## config.mk

```make
export PLATFORM = sky130hd
export DESIGN_NAME = al_dec_scan_sequencer
export DESIGN_NICKNAME = d
export VERILOG_FILES = /design/src/rtl/al_dec_scan_sequencer.sv
export SDC_FILE = /design/constraint.sdc
export NUM_CORES = 1
export LEC_CHECK = 0
export ABC_CLOCK_PERIOD_IN_PS = 3650
export CORE_UTILIZATION = 38
export DETAILED_ROUTE_END_ITERATION = 16
export PLACE_DENSITY = 0.74
export SYNTH_ARGS = -nofsm -noshare
export SYNTH_HDL_FRONTEND = slang
export SYNTH_SLANG_ARGS = --single-unit
```

## constraint.sdc

```tcl
create_clock -name clk -period 3.65 [get_ports clk]
set_input_delay 0.365 -clock clk [delete_from_list [all_inputs] [get_ports clk]]
set_output_delay 0.365 -clock clk [all_outputs]
set_load 0.01 [all_outputs]
```

## src/rtl/al_dec_scan_sequencer.sv

```systemverilog
// Registered active-low N-to-2^N decoder with a built-in scan sequencer.
// Direct mode latches an address; scan mode walks one low line across all outputs.
module al_dec_scan_sequencer #(
    parameter int N     = 4,
    parameter int DWELL = 4
) (
    input  logic                clk,
    input  logic                rst,
    input  logic                en,
    input  logic                mode,
    input  logic [N-1:0]        a,
    output logic [(1<<N)-1:0]   Y,
    output logic [N-1:0]        sel,
    output logic                wrap
);

    localparam int              DW        = (DWELL > 1) ? $clog2(DWELL) : 1;
    localparam logic [DW-1:0]   DCNT_LAST = DW'(DWELL - 1);
    localparam logic [N-1:0]    SEL_LAST  = '1;

    logic [N-1:0]  r_sel,  w_sel_next;
    logic          r_act,  w_act_next;
    logic [DW-1:0] r_dcnt, w_dcnt_next;
    logic          r_wrap, w_wrap_next;

    always_comb begin
        w_sel_next  = r_sel;
        w_act_next  = r_act;
        w_dcnt_next = r_dcnt;
        w_wrap_next = 1'b0;
        if (en) begin
            // Disabled: blank the outputs but keep sel/dcnt so the scan resumes in place.
            w_act_next = 1'b0;
        end else if (!mode) begin
            w_sel_next  = a;
            w_act_next  = 1'b1;
            w_dcnt_next = '0;
        end else if (!r_act) begin
            // Line was not driven last cycle, so this edge does not count as dwell.
            w_act_next = 1'b1;
        end else if (r_dcnt < DCNT_LAST) begin
            w_dcnt_next = r_dcnt + 1'b1;
        end else begin
            w_dcnt_next = '0;
            w_sel_next  = r_sel + 1'b1;
            w_wrap_next = (r_sel == SEL_LAST);
        end
    end

    always_ff @(posedge clk or posedge rst) begin
        if (rst) begin
            r_sel  <= '0;
            r_act  <= 1'b0;
            r_dcnt <= '0;
            r_wrap <= 1'b0;
        end else begin
            r_sel  <= w_sel_next;
            r_act  <= w_act_next;
            r_dcnt <= w_dcnt_next;
            r_wrap <= w_wrap_next;
        end
    end

    generate
        for (genvar gi = 0; gi < (1 << N); gi++) begin : g_line
            assign Y[gi] = ~(r_act && (r_sel == N'(gi)));
        end
    endgenerate

    assign sel  = r_sel;
    assign wrap = r_wrap;

endmodule

```

==> impl_metrics.toml <==
[outcome]
status = "finished, final reports clean"

[setup_path]
rrSetupSlack_ns = 2.00
end_kind = "output pin"
critPathKind = "reg -> out"
reg2reg_depth = 3
r2r-end = "sel[2]"
r2r-start = "r_act"
critPathMaxFanout = 12
arrival_ns = 1.74
startpoint = "sel[2]"
startpoint_type = "flop"
crit_required_ns = 3.28

[routing]
viasPerCell = 5.813
dr.pass1.iters = 4
vias = 651
drc_errors = 0
drt.antenna.violating_nets = 0
wl_per_cell_um = 13.59
drt_iter0_drc = 19
drt-total-wl_um = 1522

[cells_and_area]
fin_cells = 112
syn_to_final_growth_pct = 49.26
layout-drive-gt1-share = 0.04124
final_core_util = 0.6416
final_nets = 112
diodes = 0

[clocking]
cts_setup_buffers = 0
clock_path_buffers = 2
cts_tree = "built"
clk_latency_ns = 0.25
cts-root-buf = "clkbuf_4"
htree_levels = 1
cts_num_sinks = 8
cts_resized = 0
ctsHoldBuffers = 0
cts_buffers = 3
clk_pin_slew_ns = 0.05

[logic_synthesis]
ys_seq_area_frac = 0.3368
synth.most_common_cell = "nand3_1"
synth-seq-cells = 8
netlist_instances = 72
syn_avg_cell_area_um2 = 8.254
synth_ff_type = "dfrtp_1"
synth_top_area_share = 0.3368
ys_top_cells_by_count = "nand3_1, dfrtp_1, inv_1"
synth_area_um2 = 594.3
yosys.area.top_type = "dfrtp_1"
synth_edf_count = 0
yosysWarnings = 0
synth_area_leaders = "dfrtp_1, nand3_1, ha_1"
synthesis.nets = 85
ys_types = 24
synthArstFlopShare = 1.000

[floorplanning]
rows = 13
die_y_um = 41.55
start_util = 0.4299
fp.dieW_um = 41.55
io_pins = 29
dieArea_mm2 = 0.001726
coreArea_mm2 = 0.001383

[timing]
slew_viol_final = 0
setup_viol = 0
rsz0062_at_grt = "false"
fin_skew_ns = 0.0009262
slew_headroom = 0.6032
tns_ns = 0
period_needed_ns = 2.105
worst_pin_slew_ns = 0.5953
period_share = 0.5768
max_freq_ghz = 0.4750
fin_ws_ns = 1.545
hold_violations = 0

[place]
gp_congestion = 0.8378
hpwl_um = 1155
place_ws_ns = 1.753
portBuffers = 28
dp.cells = 109

[grt]
grt_overflow = 0
first_global_vias = 566
grt_max_degree = 23
antenna_found_initial = 0
grt_pass1_wl_um = 2532
track_usage = 0.1904

[power]
power_density_mw_per_mm2 = 384.6
peakVddDrop_uv = 336.7
leakage_uw = 0.0003632

[min_path]
hp-class = "in -> async"

[run]
cap_violations = 0
## sequential cells by signal, summed over array words and instances (netlist names)
signal,flops
r_dcnt,2
wrap,1
r_act,1
sel,4
## report_power, final
| group | switching, uW | internal, uW | leakage (uW) | total [uW] |
|---|---|---|---|---|
| Combinational | 67.3 | 75.2 | 0.000253 | 143 |
| Sequential | 29.0 | 103 | 0.0000965 | 131 |
| Clock | 29.6 | 37.6 | 0.0000138 | 67.2 |
| Total | 126 | 215 | 0.000363 | 341 |
## layout by cell type (no fill, tap or decap), drive strengths merged, types with 2 or more instances in the layout
master         Yosys  layout
clkbuf             1       3
o22ai              2       2
inv                7       7
ha                 5       5
a21oi              3       3
nand2              3       3
nand3             14      14
clkdlybuf4s50      0      28
dfrtp              8       8
nor4               2       2
nor2               2       2
o21ai              2       2
nand4              5       5
nor2b              3       3
## cell type report
cell class,count,area [um^2]
inverters,7,26.28
repair buffers,28,280.3
flip-flops and latches,8,200.2
well taps,15,18.77
clock buffers,3,22.52
multi-input cells,51,339.1
fillers,119,495.5
## cell families after synthesis
group	Yosys count	synth area share
compound gates	14	0.1684
fa+ha+maj	5	0.1053
buf+inv	13	0.09263
flops	8	0.3368
mux	1	0.01684
simple gates	31	0.2800
## worst max-delay path by stage
| stage | to | slack, ns |
|---|---|---|
| final | Y[5] | 1.54 |
| after detailed placement | sel[2] | 1.75 |
| after global routing | Y[5] | 1.44 |
| after CTS | Y[5] | 1.54 |
| after global placement | sel[2] | 1.80 |
| after floorplan | Y[10] | 2.26 |
## critical path, cell delays in order (launching register included)
cell,delay [ns]
dfrtp_1,0.54
nor2b_1,0.30
nand3_1,0.13
clkdlybuf4s50_1,0.52
## layer usage
layer | part of all wire | track usage | wire length, um
met2 | 0.49 | 0.2781 | 743
met4 | 0.0053 | 0.06452 | 8
met5 | 0 | 0 | 0
met1 | 0.44 | 0.2520 | 675
met3 | 0.062 | 0.07826 | 95
## metrics by stage
step / hold slack (ns) / instance area, um^2 / total power [uW]
2_1_floorplan: 0.1807 / 594.3 / 210.3
3_3_place_gp: 0.5137 / 864.6 / 272.1
3_5_place_dp: 0.5218 / 864.6 / 274.7
4_1_cts: 0.3615 / 887.1 / 344.6
5_1_grt: 0.4008 / 887.1 / 367.5
6_report: 0.3557 / 887.1 / 341.2
(Power assumes the default switching activity.)
